===== src/rtl/sel_arbiter_pkg.sv =====
// Shared arbiter definitions: state encoding, mux select constants, counter width.
// Also imported wherever the downstream A/B mux is instantiated.
package sel_arbiter_pkg;

    typedef enum logic [1:0] {
        ST_IDLE  = 2'b00,
        ST_GNT_A = 2'b01,
        ST_GNT_B = 2'b10
    } arb_state_t;

    localparam logic SEL_A = 1'b0;
    localparam logic SEL_B = 1'b1;

    localparam int CNT_W = 8;

    // Mux select implied by a state; IDLE keeps whatever was selected before.
    function automatic logic sel_of(input arb_state_t state, input logic prev_sel);
        case (state)
            ST_GNT_A: sel_of = SEL_A;
            ST_GNT_B: sel_of = SEL_B;
            default:  sel_of = prev_sel;
        endcase
    endfunction

endpackage


===== src/rtl/sel_arbiter_burst_counter.sv =====
// Beat counter for one grant: synchronous clear, increment, and a
// terminal-count flag raised when the count reaches BURST-1.
module burst_counter
    import sel_arbiter_pkg::*;
#(
    parameter int BURST = 4
) (
    input  logic i_clk,
    input  logic i_rst,
    input  logic i_clr,
    input  logic i_inc,
    output logic o_tc
);

    localparam logic [CNT_W-1:0] TC_VAL = CNT_W'(BURST - 1);

    logic [CNT_W-1:0] r_cnt;

    // NOTE: registers are written with <= so every flop samples pre-edge values.
    always_ff @(posedge i_clk) begin
        if (i_rst || i_clr) begin
            r_cnt <= '0;
        end else if (i_inc) begin
            r_cnt <= r_cnt + CNT_W'(1);
        end
    end

    assign o_tc = (r_cnt == TC_VAL);

endmodule


===== src/rtl/sel_arbiter.sv =====
// Two-source burst arbiter: grants A or B for up to BURST beats, alternating
// on ties, and drives a registered select for the downstream mux.
module sel_arbiter
    import sel_arbiter_pkg::*;
#(
    parameter int BURST = 4
) (
    input  logic CLK,
    input  logic RST,
    input  logic A_VALID,
    output logic A_READY,
    input  logic B_VALID,
    output logic B_READY,
    output logic OUT_VALID,
    input  logic OUT_READY,
    output logic SEL,
    output logic BUSY
);

    arb_state_t r_state;
    arb_state_t w_next;
    logic       r_sel;
    logic       r_last;
    logic       w_xfer;
    logic       w_tc;
    logic       w_clr;

    // State register; LAST resets to B so A wins the first tie.
    always_ff @(posedge CLK) begin
        if (RST) begin
            r_state <= ST_IDLE;
            r_sel   <= SEL_A;
            r_last  <= SEL_B;
        end else begin
            r_state <= w_next;
            r_sel   <= sel_of(w_next, r_sel);
            r_last  <= sel_of(w_next, r_last);
        end
    end

    // NOTE: w_next gets a default first so no path through the case infers a latch.
    always_comb begin
        w_next = r_state;
        case (r_state)
            ST_IDLE: begin
                if (A_VALID && B_VALID) begin
                    w_next = (r_last == SEL_A) ? ST_GNT_B : ST_GNT_A;
                end else if (A_VALID) begin
                    w_next = ST_GNT_A;
                end else if (B_VALID) begin
                    w_next = ST_GNT_B;
                end
            end
            ST_GNT_A: begin
                if (!A_VALID) begin
                    w_next = ST_IDLE;
                end else if (w_xfer && w_tc) begin
                    w_next = B_VALID ? ST_GNT_B : ST_IDLE;
                end
            end
            ST_GNT_B: begin
                if (!B_VALID) begin
                    w_next = ST_IDLE;
                end else if (w_xfer && w_tc) begin
                    w_next = A_VALID ? ST_GNT_A : ST_IDLE;
                end
            end
            default: w_next = ST_IDLE;
        endcase
    end

    always_comb begin
        A_READY   = 1'b0;
        B_READY   = 1'b0;
        OUT_VALID = 1'b0;
        case (r_state)
            ST_GNT_A: begin
                A_READY   = OUT_READY;
                OUT_VALID = A_VALID;
            end
            ST_GNT_B: begin
                B_READY   = OUT_READY;
                OUT_VALID = B_VALID;
            end
            default: ;
        endcase
    end

    assign SEL    = r_sel;
    assign BUSY   = (r_state != ST_IDLE);
    assign w_xfer = OUT_VALID && OUT_READY;
    // Any state change ends the current grant or starts a new one.
    assign w_clr  = (w_next != r_state);

    burst_counter #(
        .BURST (BURST)
    ) u_burst_counter (
        .i_clk (CLK),
        .i_rst (RST),
        .i_clr (w_clr),
        .i_inc (w_xfer),
        .o_tc  (w_tc)
    );

endmodule


===== config.mk =====
export PLATFORM = sky130hd
export DESIGN_NAME = sel_arbiter
export DESIGN_NICKNAME = d
export VERILOG_FILES = /design/src/rtl/sel_arbiter_pkg.sv /design/src/rtl/sel_arbiter_burst_counter.sv /design/src/rtl/sel_arbiter.sv
export SDC_FILE = /design/constraint.sdc
export NUM_CORES = 1
export LEC_CHECK = 0
export CORE_AREA = 2 2 45 47
export CTS_CLUSTER_SIZE = 8
export DETAILED_ROUTE_END_ITERATION = 12
export DIE_AREA = 0 0 47 49
export PLACE_DENSITY = 0.69
export SLEW_MARGIN = 10
export SYNTH_ARGS = -nofsm -noshare
export SYNTH_HDL_FRONTEND = slang
export SYNTH_SLANG_ARGS = --single-unit
export TNS_END_PERCENT = 100

===== constraint.sdc =====
create_clock -name CLK -period 3.1 [get_ports CLK]
set_input_delay 0.31 -clock CLK [delete_from_list [all_inputs] [get_ports CLK]]
set_output_delay 0.31 -clock CLK [all_outputs]
set_load 0.03 [all_outputs]

==> results.py <==
metrics = {
    "sta": {
        "fin_setup_tns_ns": 0,
        "rsz0062_at_grt": "no",
        "fin_crit_ns": 2.69,
        "tightestPinTransition_ns": 0.346,
        "fin_skew_ns": 0.00122,
        "fmax_mhz": 371,
        "setup_violations": 0,
        "maxSlewHeadroom_pct": 76.6,
        "hold_violations": 0,
        "fin_ws_ns": 0.407,
        "finalCritPeriodShare_pct": 86.9,
        "whs_ns": 0.470,
        "drv_slew": 0,
    },
    "routing": {
        "drt_iter0_drc": 10,
        "vias": 778,
        "routedWlPerCell_um": 13.3,
        "routed_wirelength_mm": 1.79,
        "post-route-drc-count": 0,
        "via_per_inst": 5.76,
        "antenna_left": 0,
        "drt_first_pass_iters": 4,
    },
    "floorplan": {
        "initial_core_util_pct": 45.8,
        "die_h_um": 49,
        "dieArea_um2": 2300,
        "die_w_um": 47,
        "core_area_um2": 1840,
        "io_pins": 10,
        "rows": 16,
    },
    "synth": {
        "synth_edf_count": 0,
        "synth.avg_cell_area_um2": 8.61,
        "synth_top_flop_cell": "dfxtp_1",
        "synthTopCellsByArea": "dfxtp_1 28%, ha_1 8.9%, xor2_1 6.2%",
        "yosysSeqAreaShare_pct": 28.5,
        "synth-async-reset-ratio_pct": 0,
        "ys_ff_latch": 12,
        "synth_fp_nets": 109,
        "syn_inst": 98,
        "ys_types": 36,
        "synth_common_cells": "12 x dfxtp_1, 9 x nor2_1, 8 x nand2_1",
        "netlist.area_leader.share_pct": 28.5,
        "synth.yosys.warnings": 0,
        "syn_area_um2": 843,
        "synth.most_common_cell": "dfxtp_1",
        "yosysTopAreaCell": "dfxtp_1",
    },
    "layout": {
        "drive_above_1_share_pct": 11.1,
        "fin_area_um2": 983,
        "antennaDiodeCount": 0,
        "nets": 121,
        "syn_to_final_growth_pct": 16.6,
    },
    "global_routing": {
        "grt.overflow.total": 0,
        "grt_usage_pct": 18.3,
        "grt_pass1_vias": 741,
        "grt_max_degree": 12,
        "grt_pass1_wl_mm": 3.15,
        "antenna_found_initial": 0,
    },
    "worst_setup_path": {
        "r2r-start": "r_state[1]",
        "cp_slowest_cell": "dfxtp_1",
        "crit_path_max_incr_delay_ns": 0.46,
        "cp-startpoint": "r_state[1]",
        "start_kind": "register",
        "critPathBufInv": 1,
        "crit_type": "register to register",
        "worstPathCellList": "inv_1 > ha_1 > and3_1 > and3_1 > a21oi_1 > a211o_1 > or2_2 > ha_1 > nand2b_1 > a21oi_1",
        "endpoint_kind": "register",
        "cp_max_fo": 7,
        "cp.arrival_ns": 2.89,
        "crit_family": "simple AND/OR/NAND/NOR gates",
        "critPathRequiredTime_ns": 3.30,
    },
    "power_and_ir_drop": {
        "comb_power_share_pct": 46.3,
        "power_frac_seq_pct": 36.3,
        "cellPowerDensity_nw_per_um2": 530,
        "p_int_mw": 0.322,
        "p_leak_nw": 0.374,
        "p_sw_mw": 0.199,
        "vdd_drop_max_v": 0.000323,
        "p_sw_share_pct": 38.3,
        "clock_power_share_pct": 17.4,
    },
    "clocking": {
        "path_clk_slew_ns": 0.07,
        "numCtsBuffers": 3,
        "postCtsSetupBuffers": 0,
        "cts.sinks": 12,
        "cts-root-buf": "clkbuf_4",
        "insertion_delay_ns": 0.26,
        "cts_buffer_depth": 2,
        "cts_resized": 0,
        "cts_hold_buf": 0,
        "tritoncts": "done",
        "cts-htree-levels": 1,
    },
    "job": {
        "max_cap_violations": 0,
    },
    "place": {
        "hpwl_mm": 1.37,
        "io_buffers": 9,
        "globalplace.congestion": 0.861,
        "place_ws_ns": 0.429,
        "placed_cell_area_um2": 961,
    },
    "worst_hold_path": {
        "hold_path.startpoint": "SEL",
        "hold_path_class": "register to register",
    },
    "run_status": {
        "status": "finished clean",
    },
}
power groups by stage:
stage / Sequential, mW / Clock (mW) / Combinational [mW]
after floorplan: 0.194 / 0 / 0.168
after global placement: 0.191 / 0 / 0.236
after detailed placement: 0.191 / 0 / 0.240
after CTS: 0.188 / 0.0949 / 0.241
after global routing: 0.191 / 0.104 / 0.267
final: 0.189 / 0.0906 / 0.241
sequential cells by signal, indices dropped and copies added, names as in the netlist:
register,count
r_last,1
r_state,2
u_burst_counter.r_cnt,8
SEL,1
cell usage in the layout, fill, tap and decap left out, types with 2 or more instances in the layout:
| cell type | instances |
|---|---|
| nand2b_1 | 2 |
| xor2_1 | 6 |
| dfxtp_1 | 12 |
| a21oi_1 | 5 |
| a211oi_1 | 3 |
| nor3_1 | 5 |
| nand2_1 | 8 |
| nand4_1 | 5 |
| and2_1 | 3 |
| clkdlybuf4s50_1 | 9 |
| and3_1 | 6 |
| nor2_1 | 9 |
| ha_1 | 6 |
| o21ai_0 | 2 |
| inv_1 | 3 |
| clkbuf_4 | 3 |
| a22oi_1 | 2 |
cell type report:
class,instances,area [um^2]
timing repair buffer,10,97.6
tap,27,33.8
sequential,12,240
fill,177,858
multi-input combinational,80,578
inverter,3,11.3
clock buffer,3,22.5
layer usage:
layer  part of all wire [%]  GRT usage (%)  wire, um  vias up
met5                      0              0         0        -
met4                    1.3           6.94        24        0
met3                    4.5           4.44        80        4
met2                     47           27.2       850       24
met1                     47           25.2       836      367
li1                       -              -         -      383
through the flow:
| stage | std cells | util (%) | power (mW) |
|---|---|---|---|
| global placement | 132 | 52.2 | 0.427 |
| detailed placement | 132 | 52.2 | 0.431 |
| floorplan | 98 | - | 0.362 |
| global route | 135 | 53.4 | 0.562 |
| CTS | 135 | 53.4 | 0.524 |
| finish | 135 | 53.4 | 0.521 |
worst paths after layout:
path / endpoint / depth (start not counted) / slack [ns]
setup reg to reg: SEL / 10 / 0.41
hold reg to reg: SEL / 2 / 0.47
hold / removal: SEL / 2 / 0.47
setup / recovery: SEL / 10 / 0.41
worst reg2reg max path, stage by stage (launching register included):
cell	delay [ns]
dfxtp_1	0.46
inv_1	0.14
ha_1	0.33
and3_1	0.29
and3_1	0.22
a21oi_1	0.07
a211o_1	0.23
or2_2	0.27
ha_1	0.32
nand2b_1	0.17
a21oi_1	0.12
cells by family (layout without fill, tap and decap cells):
family	Yosys count	in the layout	share of synthesized area, %
fa+ha+maj	6	6	8.90
mux	2	2	2.52
buf+inv	6	16	2.97
xor+xnor	7	7	7.27
simple gates	45	45	32.9
compound gates	20	20	16.9
flops	12	12	28.5
Power figures use the tool's default switching activity.
